**src/rtl/updown_counter_display_if.sv**
```systemverilog
// Switch/button inputs and counter/display outputs of the up/down counter.
interface updown_counter_display_if #(
    parameter int unsigned DIGITS = 8
);
    localparam int unsigned CW = 4 * DIGITS;

    logic          enable;
    logic          upDown;
    logic          BCDHex;
    logic [4:0]    speed;
    logic          load;
    logic [CW-1:0] load_val;
    logic [CW-1:0] count;
    logic          wrap;
    logic [6:0]    cc;
    logic [7:0]    an;
    logic          odp;

    modport master (
        output enable, upDown, BCDHex, speed, load, load_val,
        input  count, wrap, cc, an, odp
    );

    modport slave (
        input  enable, upDown, BCDHex, speed, load, load_val,
        output count, wrap, cc, an, odp
    );
endinterface

```
**src/rtl/updown_counter_display.sv**
```systemverilog
// Multi-digit BCD/hex up/down counter with rate divider, parallel load and
// a multiplexed active-low seven-segment display driver.
module updown_counter_display #(
    parameter int unsigned DIGITS     = 8,
    parameter int unsigned PRESCALE_W = 27,
    parameter int unsigned SCAN_BIT   = 17
) (
    input  logic                     clk,
    input  logic                     rst,
    updown_counter_display_if.slave  bus
);
    localparam int unsigned CW   = 4 * DIGITS;
    localparam int unsigned IDXW = 3;

    logic [PRESCALE_W-1:0] div;
    logic                  prev_tap;
    logic                  tap_bit_c;
    logic                  tick_c;
    logic                  mode_q;
    logic [CW-1:0]         count_q;
    logic [CW-1:0]         step_c;
    logic [CW-1:0]         load_sat_c;
    logic                  wrap_q;
    logic                  wrap_c;
    logic [SCAN_BIT-1:0]   scan_div;
    logic [IDXW-1:0]       idx;
    logic [3:0]            digit_c;
    logic [7:0]            an_c;
    logic [7:0]            an_q;
    logic [6:0]            cc_q;
    logic                  odp_q;

    function automatic logic [6:0] seg_font(input logic [3:0] d);
        case (d)
            4'h0: seg_font = 7'b1000000;
            4'h1: seg_font = 7'b1111001;
            4'h2: seg_font = 7'b0100100;
            4'h3: seg_font = 7'b0110000;
            4'h4: seg_font = 7'b0011001;
            4'h5: seg_font = 7'b0010010;
            4'h6: seg_font = 7'b0000010;
            4'h7: seg_font = 7'b1111000;
            4'h8: seg_font = 7'b0000000;
            4'h9: seg_font = 7'b0010000;
            4'hA: seg_font = 7'b0001000;
            4'hB: seg_font = 7'b0000011;
            4'hC: seg_font = 7'b1000110;
            4'hD: seg_font = 7'b0100001;
            4'hE: seg_font = 7'b0000110;
            default: seg_font = 7'b0001110;
        endcase
    endfunction

    // Out-of-range speed falls through to the top divider bit.
    always_comb begin
        tap_bit_c = div[PRESCALE_W-1];
        for (int unsigned i = 0; i < PRESCALE_W; i++) begin
            if (32'(bus.speed) == i) tap_bit_c = div[i];
        end
        tick_c = tap_bit_c & ~prev_tap;
    end

    // Ripple carry/borrow across digits; a carry out of the last digit is a wrap.
    always_comb begin
        logic       carry;
        logic [3:0] d;
        logic [3:0] top;
        step_c = count_q;
        carry  = 1'b1;
        d      = 4'h0;
        top    = bus.BCDHex ? 4'hF : 4'h9;
        for (int i = 0; i < int'(DIGITS); i++) begin
            d = count_q[4*i +: 4];
            if (carry) begin
                if (bus.upDown) begin
                    if (d == top) begin
                        step_c[4*i +: 4] = 4'h0;
                    end else begin
                        step_c[4*i +: 4] = d + 4'h1;
                        carry            = 1'b0;
                    end
                end else begin
                    if (d == 4'h0) begin
                        step_c[4*i +: 4] = top;
                    end else begin
                        step_c[4*i +: 4] = d - 4'h1;
                        carry            = 1'b0;
                    end
                end
            end
        end
        wrap_c = carry;
    end

    always_comb begin
        logic [3:0] d;
        load_sat_c = '0;
        d          = 4'h0;
        for (int i = 0; i < int'(DIGITS); i++) begin
            d = bus.load_val[4*i +: 4];
            load_sat_c[4*i +: 4] = (!bus.BCDHex && (d > 4'h9)) ? 4'h9 : d;
        end
    end

    always_comb begin
        digit_c = count_q[3:0];
        for (int i = 0; i < int'(DIGITS); i++) begin
            if (idx == IDXW'(i)) digit_c = count_q[4*i +: 4];
        end
        an_c      = 8'hFF;
        an_c[idx] = 1'b0;
    end

    always_ff @(posedge clk) begin
        if (rst) begin
            div      <= '0;
            prev_tap <= 1'b0;
            mode_q   <= bus.BCDHex;
            count_q  <= '0;
            wrap_q   <= 1'b0;
            scan_div <= '0;
            idx      <= '0;
            an_q     <= 8'hFE;
            cc_q     <= 7'b1000000;
            odp_q    <= 1'b1;
        end else begin
            div      <= div + PRESCALE_W'(1);
            prev_tap <= tap_bit_c;
            mode_q   <= bus.BCDHex;
            wrap_q   <= 1'b0;
            if (bus.load) begin
                count_q <= load_sat_c;
            end else if (bus.BCDHex != mode_q) begin
                count_q <= '0;
            end else if (tick_c && bus.enable) begin
                count_q <= step_c;
                wrap_q  <= wrap_c;
            end

            scan_div <= scan_div + SCAN_BIT'(1);
            if (&scan_div) begin
                idx <= (idx == IDXW'(DIGITS - 1)) ? '0 : idx + IDXW'(1);
            end
            an_q  <= an_c;
            cc_q  <= seg_font(digit_c);
            odp_q <= ~((idx == '0) && !bus.upDown);
        end
    end

    assign bus.count = count_q;
    assign bus.wrap  = wrap_q;
    assign bus.an    = an_q;
    assign bus.cc    = cc_q;
    assign bus.odp   = odp_q;
endmodule
```
**src/flat_wrapper.sv**
```systemverilog
// flat-port wrapper written by rule: the top's interface ports become plain ports
module updown_counter_display_flat 
#(
    parameter int unsigned DIGITS     = 8,
    parameter int unsigned PRESCALE_W = 27,
    parameter int unsigned SCAN_BIT   = 17
)
  (clk, rst, bus_enable, bus_upDown, bus_BCDHex, bus_speed, bus_load, bus_load_val, bus_count, bus_wrap, bus_cc, bus_an, bus_odp);
  updown_counter_display_if #(.DIGITS(DIGITS)) bus_i ();
  input  logic clk;
  input  logic rst;
  input wire logic [$bits(bus_i.enable)-1:0] bus_enable;
  input wire logic [$bits(bus_i.upDown)-1:0] bus_upDown;
  input wire logic [$bits(bus_i.BCDHex)-1:0] bus_BCDHex;
  input wire logic [$bits(bus_i.speed)-1:0] bus_speed;
  input wire logic [$bits(bus_i.load)-1:0] bus_load;
  input wire logic [$bits(bus_i.load_val)-1:0] bus_load_val;
  output wire logic [$bits(bus_i.count)-1:0] bus_count;
  output wire logic [$bits(bus_i.wrap)-1:0] bus_wrap;
  output wire logic [$bits(bus_i.cc)-1:0] bus_cc;
  output wire logic [$bits(bus_i.an)-1:0] bus_an;
  output wire logic [$bits(bus_i.odp)-1:0] bus_odp;
  assign bus_i.enable = bus_enable;
  assign bus_i.upDown = bus_upDown;
  assign bus_i.BCDHex = bus_BCDHex;
  assign bus_i.speed = bus_speed;
  assign bus_i.load = bus_load;
  assign bus_i.load_val = bus_load_val;
  assign bus_count = bus_i.count;
  assign bus_wrap = bus_i.wrap;
  assign bus_cc = bus_i.cc;
  assign bus_an = bus_i.an;
  assign bus_odp = bus_i.odp;
  updown_counter_display #(.DIGITS(DIGITS), .PRESCALE_W(PRESCALE_W), .SCAN_BIT(SCAN_BIT)) u_core (.clk(clk), .rst(rst), .bus(bus_i));
endmodule
```
**config.mk**
```make
export PLATFORM = sky130hd
export DESIGN_NAME = updown_counter_display_flat
export DESIGN_NICKNAME = d
export VERILOG_FILES = /design/src/rtl/updown_counter_display_if.sv /design/src/rtl/updown_counter_display.sv /design/src/flat_wrapper.sv
export SDC_FILE = /design/constraint.sdc
export NUM_CORES = 1
export LEC_CHECK = 0
export CORE_MARGIN = 8
export CORE_UTILIZATION = 45
export DETAILED_ROUTE_END_ITERATION = 8
export PLACE_DENSITY = 0.64
export SYNTH_ARGS = -nofsm -noshare
export SYNTH_HDL_FRONTEND = slang
export SYNTH_SLANG_ARGS = --single-unit
```
**constraint.sdc**
```tcl
create_clock -name clk -period 6.4 [get_ports clk]
set_clock_uncertainty 0.15 [all_clocks]
set_input_delay 1.28 -clock clk [delete_from_list [all_inputs] [get_ports clk]]
set_output_delay 1.28 -clock clk [all_outputs]
set_load 0.005 [all_outputs]
```
==> results of run 1 <==
## cell usage in the layout, fill, tap and decap left out, drive strengths merged, types with 5 or more instances in the layout
master and instances:
dfxtp 98, nand3b 5, a31oi 21, nor2b 22, xor2 27, o21ai 53, and3 20, nor2 125
inv 39, o22ai 5, a31o 9, buf 8, a221oi 8, ha 31, o31ai 11, a311oi 6
clkdlybuf4s50 89, nor4b 5, nand2b 36, nand3 41, or3 8, nor3b 6, a21oi 71, mux2i 16
mux2 20, nor3 15, and2 8, o211ai 9, clkbuf 10, nand2 65, a32oi 5, a211oi 10
nand4 8, xnor2 10, o221ai 6
## kinds of logic (layout without fill, tap and decap cells)
| logic type | after synthesis | in the layout | share of synthesized area |
|---|---|---|---|
| buffers and inverters | 111 | 150 | 0.0614 |
| xor gates and xnor gates | 37 | 37 | 0.0457 |
| adders and majority gates | 31 | 31 | 0.0547 |
| muxes | 36 | 36 | 0.0554 |
| DFF | 98 | 98 | 0.277 |
| and+or+nand+nor | 380 | 380 | 0.267 |
| AOI/OAI and AO/OA | 255 | 255 | 0.239 |
## power by group
part	internal, uW	switching, uW	leakage (uW)
registers	635	59.6	0.000798
clock network	322	255	0.000154
logic	172	193	0.00211
total	1130	507	0.00306
## sequential cells by signal, indices dropped and copies added (netlist names)
name / cells
u_core.prev_tap: 1
u_core.mode_q: 1
u_core.bus.an: 8
u_core.idx: 3
u_core.scan_div: 17
u_core.bus.odp: 1
u_core.bus.wrap: 1
u_core.bus.count: 32
u_core.div: 27
u_core.bus.cc: 7
## metal layers
| layer | track usage | up-vias |
|---|---|---|
| li1 | - | 3469 |
| met1 | 0.295 | 3273 |
| met2 | 0.300 | 202 |
| met3 | 0.0390 | 23 |
| met4 | 0.0560 | 0 |
| met5 | 0 | - |
## worst reg2reg max path: cells and delay by family (launching register included)
| family | cells | cell delay, ps |
|---|---|---|
| AOI/OAI and AO/OA | 4 | 1170 |
| adders and majority gates | 2 | 730 |
| and+or+nand+nor | 2 | 570 |
| DFF | 1 | 470 |
| buffers and inverters | 2 | 360 |
| muxes | 1 | 270 |
## how the worst max path moves through the flow
| stage | from | to | slack [ps] | depth (start not counted) |
|---|---|---|---|---|
| global placement | bus_BCDHex | u_core.bus.count[30] | 1700 | 8 |
| CTS | bus_BCDHex | u_core.bus.count[26] | 2000 | 9 |
| floorplan | bus_speed[1] | u_core.bus.count[10] | 2870 | 8 |
| finish | bus_BCDHex | u_core.bus.count[30] | 1970 | 8 |
| global route | bus_speed[1] | u_core.bus.count[14] | 1680 | 9 |
| detailed placement | bus_BCDHex | u_core.bus.count[30] | 1630 | 8 |
## layout make-up
type,instances,area (um2)
inverters,37,139
fillers,1558,7330
clock buffers,10,239
flip-flops and latches,98,1960
multi-input cells,739,4690
repair buffers,97,948
clock inverters,6,77.6
well taps,216,270
## through the flow
step	utilization	std cells	total power, uW
6_report	0.532	1203	1640
4_1_cts	0.532	1203	1650
3_5_place_dp	0.512	1187	1070
3_3_place_gp	0.512	1187	1070
5_1_grt	0.532	1203	1720
2_1_floorplan	-	948	927
==> results.md, run 1 <==
- The maximum level of the CTS H-tree is 3.
- The start of the worst register-to-register path is u_core.idx[0].
- The number of hold buffers added after CTS is 0.
- Wire segments on met2 add up to a little under 9000 um in the final route.
- The first-pass GRT wire length is between 30000 and 40000 um.
- The number of post-CTS setup repair buffers is 0.
- The die width is 142 um.
- Before antenna repair, the detailed router went through 6 iterations.
- Derived from the worst setup path, the maximum achievable clock frequency is between 200 and 250 MHz.
- The clock period minus final worst setup slack is between 4000 and 5000 ps.
- The max-slew violation total from the final report was 0.
- The length in cells of the worst reg-to-reg path is 11.
- The area growth from synthesis to final layout is 17.5%.
- The proportion of synthesized chip area in sequential cells is 0.277.
- Counting every net in the synthesized netlist gives just over 1000.
- Summed over all failing endpoints, the final setup total negative slack is 0 ps.
- Each instance of the synthesized netlist takes up on average 7.48 um2.
- The worst setup path is captured at a register.
- The share of cells above drive strength 1 is 0.0537.
- The sink count of the clock tree is slightly below 100.
- The most prevalent standard cell on the critical path is sky130_fd_sc_hd__a21oi_2.
- The proportion of netlist area held by the largest area contributor is 0.277.
- Summed over all nets, the half-perimeter wirelength after detailed placement is between 10000 and 15000 um.
- The hold path startpoint is u_core.scan_div[0].
- The gate count of the mapped netlist is 948.
- The share of the cycle needed by the critical path after routing is 0.692.
- Sorting the synthesized cells by area gives the leading types as sky130_fd_sc_hd__dfxtp_1, sky130_fd_sc_hd__nor2_1, sky130_fd_sc_hd__ha_1, sky130_fd_sc_hd__a21oi_1, sky130_fd_sc_hd__o21ai_0.
- At the worst endpoint, the required time is 6490 ps.
- The clock-pin slew on the worst setup and hold paths is ~70 ps.
- The highest metal layer with signal wires is met4.
- The vias per cell is around 5.8.
- The setup violation total in the final timing report is 0.
- The clock insertion delay at the later pin of the skew report is roughly 350 ps.
- The floorplan has 46 rows.
- After synthesis, the share of flip-flops with an asynchronous set or reset is 0.
- The total routing usage reported by global routing is 0.204.
- The net total in the final layout is 1056.
- STA classifies the critical path startpoint as an input port.
- The count of port buffers added during placement is a little over 90.
- The worst supply voltage drop on vdd is 0.000140 V.
- The maximum number of pins on one net before global-route repair is 117.
- The number of enable-type register cells in the synthesized netlist is 0.
- The post-synthesis instance area is about 0.0071 mm2.
- The number of antenna violations at the first check in global routing is 0.
- In this run, distinct cell masters in the synthesized netlist total 75.
- Detailed routing inserted a total of approximately 7000 vias.
- Final hold analysis gives a worst-case slack of about 300 ps.
- The flip-flop and latch count after synthesis is roughly 100.
- The slowest stage of the critical path belongs to the cell sky130_fd_sc_hd__clkdlybuf4s50_1.
- The cell taking the most area after synthesis is sky130_fd_sc_hd__dfxtp_1.
- The hold path depth is 1.
- The number of instances resized during post-cts repair is 0.
- Wires add up to roughly 20000 um.
- The routed wire length on met3 is ~1300 um.
- The effective utilization at floorplan is 0.453.
- The gate family responsible for the most delay along the worst path is buffers and inverters.
- The number of clock buffers inserted by TritonCTS is 9.
- The number of antenna diodes in the final layout is 0.
- For this block, the initial DRC count from the detailed router was between 600 and 700.
- The maximum fanout encountered on the critical timing path is 31.
- The hold violation total from the final report came to 0.
- The number of global-route vias before repair is 6350.
- Dividing the detail-routed wire length by the instance count gives ~17 um.
- Once routing completed, OpenROAD measured the worst setup slack at 1970 ps.
- The critical path class is input port to register.
- The cell with the most instances after synthesis is sky130_fd_sc_hd__nor2_1.
- The largest stage delay on the critical path is 1000 ps.
- The cell area after placement is 0.00801 mm2.
- The area of the core region is approximately 0.016 mm2.
- During I/O placement, the number of pins put on the boundary was 92.
- Measured against its own limit, the worst slew margin works out to 0.222.
- The flow ran to the end, and the final reports show no timing, DRC or antenna violations.
- By count the netlist is led by sky130_fd_sc_hd__nor2_1, sky130_fd_sc_hd__dfxtp_1, sky130_fd_sc_hd__a21oi_1.
- The commonest register cell after synthesis is sky130_fd_sc_hd__dfxtp_1.
- With fillers left out, the area of the finished cells amounts to approximately 0.0083 mm2.
- For the pin with the worst max-slew slack, the measured transition is around 1200 ps.
- The tool flagged a number of max-cap violations equal to 0.
- The total DRC errors in the routed layout is 0.
- The clock tree from TritonCTS is built.
- For hold timing, the worst endpoint is u_core.scan_div[0].
- In this run the static leakage power is between 0.003 and 0.004 uW.
- The clock passes through at most 2 buffers.
- The cell sitting at the root of the clock tree is a sky130_fd_sc_hd__clkbuf_16.
- Global routing finished with a remaining overflow of 0.
- The die height is about 140 um.
- The arrival time at the worst endpoint is ~4500 ps.
- The kind of path behind the tightest hold check is register to register.
- The post-route antenna net violation count is 0.
- The detailed router put a total of just over 10000 um of wire on met1.
- The signal on the critical path passes through clkdlybuf4s50_1 > or3_1 > a21oi_2 > a32oi_1 > a211o_1 > nor3_2 > a21oi_2 > mux2_1.
- Counting both buffers and inverters, the worst setup path holds a total of 1.
- The Yosys warning count is 0.
- Setup repair after global routing left no endpoint under its margin.
- The total power per unit cell area is 197 mW/mm2.
- Routability-driven placement finished with a final weighted congestion of 0.858.
- The die covers ~0.020 mm2.
- The setup slack at placement is around 1600 ps.
- The worst register-to-register path ends at u_core.bus.cc[5].
- In this run the register-to-register setup slack is 2520 ps.
Power figures use the tool's default switching activity.
==> run 2: changes to the inputs <==
--- a/config.mk
+++ b/config.mk
@@ -8,7 +8,7 @@
 export CORE_MARGIN = 8
 export CORE_UTILIZATION = 45
 export DETAILED_ROUTE_END_ITERATION = 8
-export PLACE_DENSITY = 0.64
+export PLACE_DENSITY = 0.67
 export SYNTH_ARGS = -nofsm -noshare
 export SYNTH_HDL_FRONTEND = slang
 export SYNTH_SLANG_ARGS = --single-unit
==> constraint.sdc (replaced) <==
create_clock -name clk -period 3.9 [get_ports clk]
set_clock_uncertainty 0.15 [all_clocks]
set_input_delay 0.78 -clock clk [delete_from_list [all_inputs] [get_ports clk]]
set_output_delay 0.78 -clock clk [all_outputs]
set_load 0.005 [all_outputs]
==> results.md, run 2 (synthesized netlist as in run 1, its figures left out) <==
- The flow ran to the end, and the final reports show no timing, DRC or antenna violations.
- The leakage power is 0.00315 uW (+2.9%).
- The maximum fanout encountered on the critical timing path came to 13 (-58%).
- The via total after detailed routing is 6981 (+0.20%).
- The library cell used most frequently in the layout, excluding fill and tap cells, is sky130_fd_sc_hd__nor2_1.
- The number of instances resized during post-cts repair was 0 (unchanged).
- The share of the cycle needed by the critical path after routing is 0.899.
- The area of the core region came to 0.0157 mm2 (unchanged).
- The post-route worst hold slack is 297 ps (-2.50 ps).
- The pin slew with the least headroom to its limit is 977 ps (-190 ps).
- The sum of negative setup slack is 0 ps (unchanged).
- The number of post-CTS setup repair buffers is 0 (unchanged).
- The max-slew violation total from the final report is 0 (unchanged).
- The worst register-to-register path begins at u_core.idx[0].
- The worst hold path belongs to the class register to register.
- The net total in the final layout is 1072 (+1.5%).
- The global placement routability congestion is 0.865 (+0.84%).
- The maximum level of the CTS H-tree is 3 (unchanged).
- The clock-pin slew on the worst setup and hold paths was 80 ps (about the same).
- The post-route antenna net violation count was 0 (unchanged).
- The hold violation total from the final report was 0 (unchanged).
- The number of antenna violations at the first check in global routing is 0 (unchanged).
- The number of buffer and inverter stages on the critical path is 3 (+2).
- The maximum number of pins on one net before global-route repair is 98 (-16%).
- The worst supply voltage drop on vdd came to 0.000317 V (+130%).
- The endpoint of the lowest-slack register-to-register path is u_core.bus.cc[1].
- The final HPWL from detailed placement came to 14700 um (+3.6%).
- Among all stages on the critical path, the largest delay is contributed by sky130_fd_sc_hd__clkdlybuf4s50_1.
- The cell at the root of the clock tree is sky130_fd_sc_hd__clkbuf_16.
- The die height was 142 um (unchanged).
- The area of the die is 0.0200 mm2 (unchanged).
- The worst setup path is captured at a register.
- The first-pass GRT wire length is 33300 um (about the same).
- Walking the worst path, the cells encountered are clkdlybuf4s50_1 > nand2b_1 > or4b_1 > a41oi_1 > a41o_1 > o21ai_1 > buf_4 > a31oi_1 > buf_4 > mux2_1.
- The setup slack of the worst register-to-register path is 450 ps (-2070 ps).
- The library cells used most frequently in the layout, excluding fill and tap cells, are sky130_fd_sc_hd__nor2_1, sky130_fd_sc_hd__dfxtp_1, sky130_fd_sc_hd__clkdlybuf4s50_1.
- The global route total overflow is 0 (unchanged).
- The finished layout cell area was 0.00847 mm2 (+1.7%).
- The I/O pin count is 92 (unchanged).
- The number of iterations in the first detailed-routing pass is 5 (-1).
- The area growth from synthesis to final layout is 19.5%.
- The floorplan row count is 46 (unchanged).
- The total of max-cap violations is 0 (unchanged).
- The setup violation total in the final timing report came to 0 (unchanged).
- The tightest slew margin relative to the limit came to 0.348 (+0.127).
- The clock period minus final worst setup slack is 3500 ps.
- The total DRC errors in the routed layout is 0 (unchanged).
- The number of clock buffers inserted by TritonCTS is 9 (unchanged).
- The diode insertion count for antenna repair is 0 (unchanged).
- The number of hold buffers added after CTS is 0 (unchanged).
- The cell area after placement was 0.00817 mm2 (+2.0%).
- Among cell families on the critical path, the largest total delay comes from buffers and inverters.
- The most prevalent standard cell on the critical path is sky130_fd_sc_hd__buf_4.
- The flip-flop count of the largest register after layout is 32 (unchanged).
- The die width is 142 um (unchanged).
- The sequential cell area in the final layout came to 0.00196 mm2 (unchanged).
- The share of cells above drive strength 1 came to 0.0688 (+0.0151).
- The number of global-route vias before repair is 6391 (+0.65%).
- The total power per unit cell area is 316 mW/mm2 (+61%).
- The length in cells of the worst reg-to-reg path is 12 (+1).
- The worst setup path is launched from an input port.
- The termination of the worst setup path is u_core.bus.count[17].
- The buffer depth of the longest clock path was 2 (unchanged).
- The arrival time at the worst endpoint is 3610 ps (-910 ps).
- The worst setup path startpoint is bus_speed[3].
- The clock tree from TritonCTS is built.
- The count of port buffers added during placement is 91 (unchanged).
- The area taken by multi-input logic gates is 0.00469 mm2 (unchanged).
- The count of cell instances traversed by the critical path is 10 (+2).
- The wire length after detailed routing is 20600 um (+1.6%).
- The required time of the critical path is 4000 ps (-2490 ps).
- The sink count of the clock tree is 98 (unchanged).
- The number of filler cells placed in the layout is 1542 (-1.0%).
- Setup repair after global routing left no endpoint under its margin.
- The effective utilization at floorplan is 0.453 (unchanged).
- The total routing usage reported by global routing is 0.204 (+0.000626).
- The clock insertion delay at the later pin of the skew report was 360 ps (about the same).
- The vias per cell is 5.73 (-1.1%).
- The largest stage delay on the critical path is 730 ps (-270 ps).
- The initial detailed-routing violation count is 603 (-0.50%).
- Timing would allow up to between 200 and 300 MHz.
- The average routed wire per standard cell was 16.9 um (+0.22%).
- The critical path class is input port to register.
- The hold path depth is 1 (unchanged).
-- run 2: cell count changes in the layout (fill, tap and decap cells not counted), sizes merged --
cell	change
buf	+16
clkinv	+2
bufinv	-1
clkbuf	-1
clkinvlp	-1
inv	+1
-- run 2: layer usage --
metal | GRT usage | wire length [um] | share of wire
met3 | 0.0507 | 1580 | 0.076
met4 | 0.0384 | 157 | 0.0076
met5 | 0 | 0 | 0
met1 | 0.288 | 10100 | 0.49
met2 | 0.310 | 8830 | 0.43
-- run 2: area by class of cell --
class / count / area share
inverter: 37 / 0.0164
timing repair buffer: 113 / 0.131
clock buffer: 9 / 0.0266
clock inverter: 7 / 0.00930
sequential: 98 / 0.232
multi-input combinational: 739 / 0.554
tap: 216 / 0.0319
-- run 2: report_power, final --
part | internal (uW) | leakage, uW | switching [uW]
registers | 1040 | 0.000798 | 95.1
clock network | 460 | 0.000151 | 460
logic | 297 | 0.00220 | 324
total | 1800 | 0.00315 | 880
-- run 2: how the worst min path moves through the flow --
stage | slack (ps) | to | start
2_1_floorplan | 260 | u_core.scan_div[0] | u_core.scan_div[0]
3_3_place_gp | 280 | u_core.scan_div[0] | u_core.scan_div[0]
3_5_place_dp | 280 | u_core.scan_div[0] | u_core.scan_div[0]
4_1_cts | 300 | u_core.scan_div[0] | u_core.scan_div[0]
5_1_grt | 340 | u_core.scan_div[0] | u_core.scan_div[0]
6_report | 300 | u_core.scan_div[0] | u_core.scan_div[0]
-- run 2: worst register-to-register path: stages (launching register included) --
cell	delay (ps)
sky130_fd_sc_hd__dfxtp_1	480
sky130_fd_sc_hd__inv_1	170
sky130_fd_sc_hd__ha_1	330
sky130_fd_sc_hd__nor3b_1	170
sky130_fd_sc_hd__a211o_1	270
sky130_fd_sc_hd__and3_1	170
sky130_fd_sc_hd__a311oi_1	340
sky130_fd_sc_hd__a21o_1	250
sky130_fd_sc_hd__inv_1	110
sky130_fd_sc_hd__ha_1	320
sky130_fd_sc_hd__mux2_2	260
sky130_fd_sc_hd__a32oi_1	200
sky130_fd_sc_hd__nor2_1	80
-- run 2: through the flow --
step                      power (uW)  std cells   util  worst slack, ps
after CTS                       2690       1219  0.541              452
final                           2680       1219  0.541              395
after detailed placement        1770       1203  0.522              102
after global routing            2810       1219  0.541              199
after global placement          1770       1203  0.522              128
after floorplan                 1520        948      -              638
==> run 3: changes to the inputs <==
==> constraint.sdc (replaced) <==
create_clock -name clk -period 3.1 [get_ports clk]
set_clock_uncertainty 0.15 [all_clocks]
set_input_delay 0.62 -clock clk [delete_from_list [all_inputs] [get_ports clk]]
set_output_delay 0.62 -clock clk [all_outputs]
set_load 0.005 [all_outputs]
==> results.md, run 3 (synthesized netlist as in run 1, its figures left out) <==
- The flow ran to the end, and the final reports show no timing, DRC or antenna violations.
- The number of clock buffers inserted by TritonCTS was 9 (unchanged).
- The effective utilization at floorplan came to 0.453 (unchanged).
- The total DRC errors in the routed layout was 0 (unchanged).
- The global route total overflow came to 0 (unchanged).
- The total of max-cap violations is 0 (unchanged).
- Compared with the post-synthesis result, the final layout area differs by 29.3%.
- The count of cell instances traversed by the critical path is 10 (unchanged).
- The post-route total power was 3430 uW (+28%).
- The length in cells of the worst reg-to-reg path is 9 (-3).
- The wire length after detailed routing is 21300 um (+3.1%).
- The clock tree from TritonCTS is built.
- The smallest clock period supported by the final layout is computed as 2950 ps.
- The post-route antenna net violation count is 0 (unchanged).
- For this run, the top clock speed supported by timing is approximately 340 MHz.
- The post-route worst hold slack is 311 ps (+14.7 ps).
- The pin slew with the least headroom to its limit is 735 ps (-243 ps).
- The total power per unit cell area was 374 mW/mm2 (+18%).
- The die height is 142 um (unchanged).
- The max-slew violation total from the final report came to 0 (unchanged).
- The leading cell type in the layout, fill and taps excluded is sky130_fd_sc_hd__nor2_1.
- The initial detailed-routing violation count came to 568 (-5.8%).
- The sink count of the clock tree is 98 (unchanged).
- The leakage power is 0.00357 uW (+13%).
- The final worst-path setup slack is 151 ps (-244 ps).
- The maximum number of pins on one net before global-route repair came to 73 (-26%).
- The worst supply voltage drop on vdd came to 0.000452 V (+42%).
- The final HPWL from detailed placement is 15400 um (+5.0%).
- Traced cell by cell, the critical path runs through clkdlybuf4s50_1 > buf_4 > a2111oi_2 > nor2_1 > and2_1 > o311a_1 > buf_4 > o21a_1 > o31a_1 > mux2_4.
- The number of antenna violations at the first check in global routing is 0 (unchanged).
- The most numerous cell type found on the critical path is sky130_fd_sc_hd__buf_4.
- The vias per cell is 5.63 (-1.7%).
- The total routing usage reported by global routing came to 0.204 (about the same).
- The arrival time at the worst endpoint is 3050 ps (-560 ps).
- The net total in the final layout is 1146 (+6.9%).
- The I/O pin count is 92 (unchanged).
- The count of port buffers added during placement is 91 (unchanged).
- The count of placed standard cells in the final layout, fillers left out came to 1293 (+6.1%).
- The library cells used most frequently in the layout, excluding fill and tap cells, are sky130_fd_sc_hd__nor2_1, sky130_fd_sc_hd__dfxtp_1, sky130_fd_sc_hd__buf_4.
- The hold violation total from the final report is 0 (unchanged).
- The area of the core region is 0.0157 mm2 (unchanged).
- The gate family responsible for the most delay along the worst path is compound AO/OA/AOI/OAI gates.
- The endpoint of the lowest-slack register-to-register path is u_core.bus.cc[6].
- The largest stage delay on the critical path was 460 ps (-270 ps).
- The setup slack of the worst register-to-register path came to 200 ps (-250 ps).
- The clock insertion delay at the later pin of the skew report is 360 ps (about the same).
- The average routed wire per standard cell came to 16.4 um (-2.8%).
- The number of buffer and inverter stages on the critical path is 3 (unchanged).
- The maximum fanout encountered on the critical timing path came to 5 (-8).
- The share of cells above drive strength 1 is 0.149 (+0.0807).
- The setup slack at placement is -445 ps (-548 ps).
- The floorplan row count is 46 (unchanged).
- The area of the die is 0.0200 mm2 (unchanged).
- The number of global-route vias before repair was 6447 (+0.88%).
- The number of iterations in the first detailed-routing pass is 5 (unchanged).
- The finished layout cell area was 0.00917 mm2 (+8.2%).
- The share of the cycle needed by the critical path after routing is 0.951.
- The die width came to 142 um (unchanged).
- The via total after detailed routing is 7278 (+4.3%).
- The flip-flop count of the largest register after layout came to 32 (unchanged).
- The diode insertion count for antenna repair is 0 (unchanged).
- The number of placed instances with taps included came to 1267 (+5.3%).
- The tightest slew margin relative to the limit was 0.506 (+0.157).
- The global placement routability congestion was 0.890 (+2.9%).
- STA classifies the critical path startpoint as an input port.
- The clock-pin slew on the worst setup and hold paths is 70 ps (about the same).
- The buffer depth of the longest clock path is 2 (unchanged).
- The start of the worst register-to-register path is u_core.idx[0].
- The first-pass GRT wire length is 33100 um (-0.58%).
- In this run the worst setup path terminates at u_core.bus.count[8].
- The setup violation total in the final timing report came to 0 (unchanged).
- The required time of the critical path is 3200 ps (-800 ps).
- The worst setup path startpoint is bus_speed[4].
- The maximum level of the CTS H-tree is 3 (unchanged).
- The cell at the root of the clock tree is sky130_fd_sc_hd__clkbuf_16.
- The worst setup path is captured at a register.
- The cell area after placement is 0.00864 mm2 (+5.8%).
- The worst setup path is of the input port to register kind.
- Setup repair after global routing left no endpoint under its margin.
- The library cell contributing the largest single delay on the critical path is sky130_fd_sc_hd__clkdlybuf4s50_1.
- In this run the worst hold path is classified as register to register.
==> run 3: timing repair <==
item / CTS / global route
setup buffers: 0 / 8
endpoints found under the setup margin: 9 / 34
pin swaps: 0 / 11
cloned: 0 / 2
resized for setup: 3 / 27
hold buffers: 0 / 0
==> run 3: worst min path at each step <==
stage	from	endpoint	slack, ps	depth (start not counted)
CTS	u_core.scan_div[0]	u_core.scan_div[0]	320	1
floorplan	u_core.scan_div[0]	u_core.scan_div[0]	260	1
finish	u_core.scan_div[0]	u_core.scan_div[0]	310	1
global placement	u_core.scan_div[0]	u_core.scan_div[0]	280	1
global route	u_core.scan_div[0]	u_core.scan_div[0]	330	1
detailed placement	u_core.div[0]	u_core.div[0]	300	1
==> run 3: stage by stage <==
step	util	setup TNS, ps
after CTS	0.572	0
after global placement	0.552	-9860
final	0.586	0
after detailed placement	0.552	-9700
after floorplan	-	0
after global routing	0.586	0
==> run 3: layer usage <==
metal | share of wire | track usage | vias up
met4 | 0.017 | 0.0673 | 0
met3 | 0.080 | 0.0450 | 23
met5 | 0 | 0 | -
met1 | 0.47 | 0.283 | 3369
li1 | - | - | 3641
met2 | 0.44 | 0.306 | 245
==> run 3: cell type report <==
type / instances / area [um2]
fillers: 1492 / 6490
flip-flops and latches: 98 / 1960
multi-input cells: 739 / 4810
inverters: 37 / 143
clock inverters: 6 / 61.3
well taps: 216 / 270
repair buffers: 187 / 1690
clock buffers: 10 / 239
==> run 3: power by group <==
| group | internal (uW) | switching, uW |
|---|---|---|
| Sequential | 1310 | 106 |
| Clock | 585 | 537 |
| Combinational | 447 | 444 |
| Total | 2340 | 1090 |
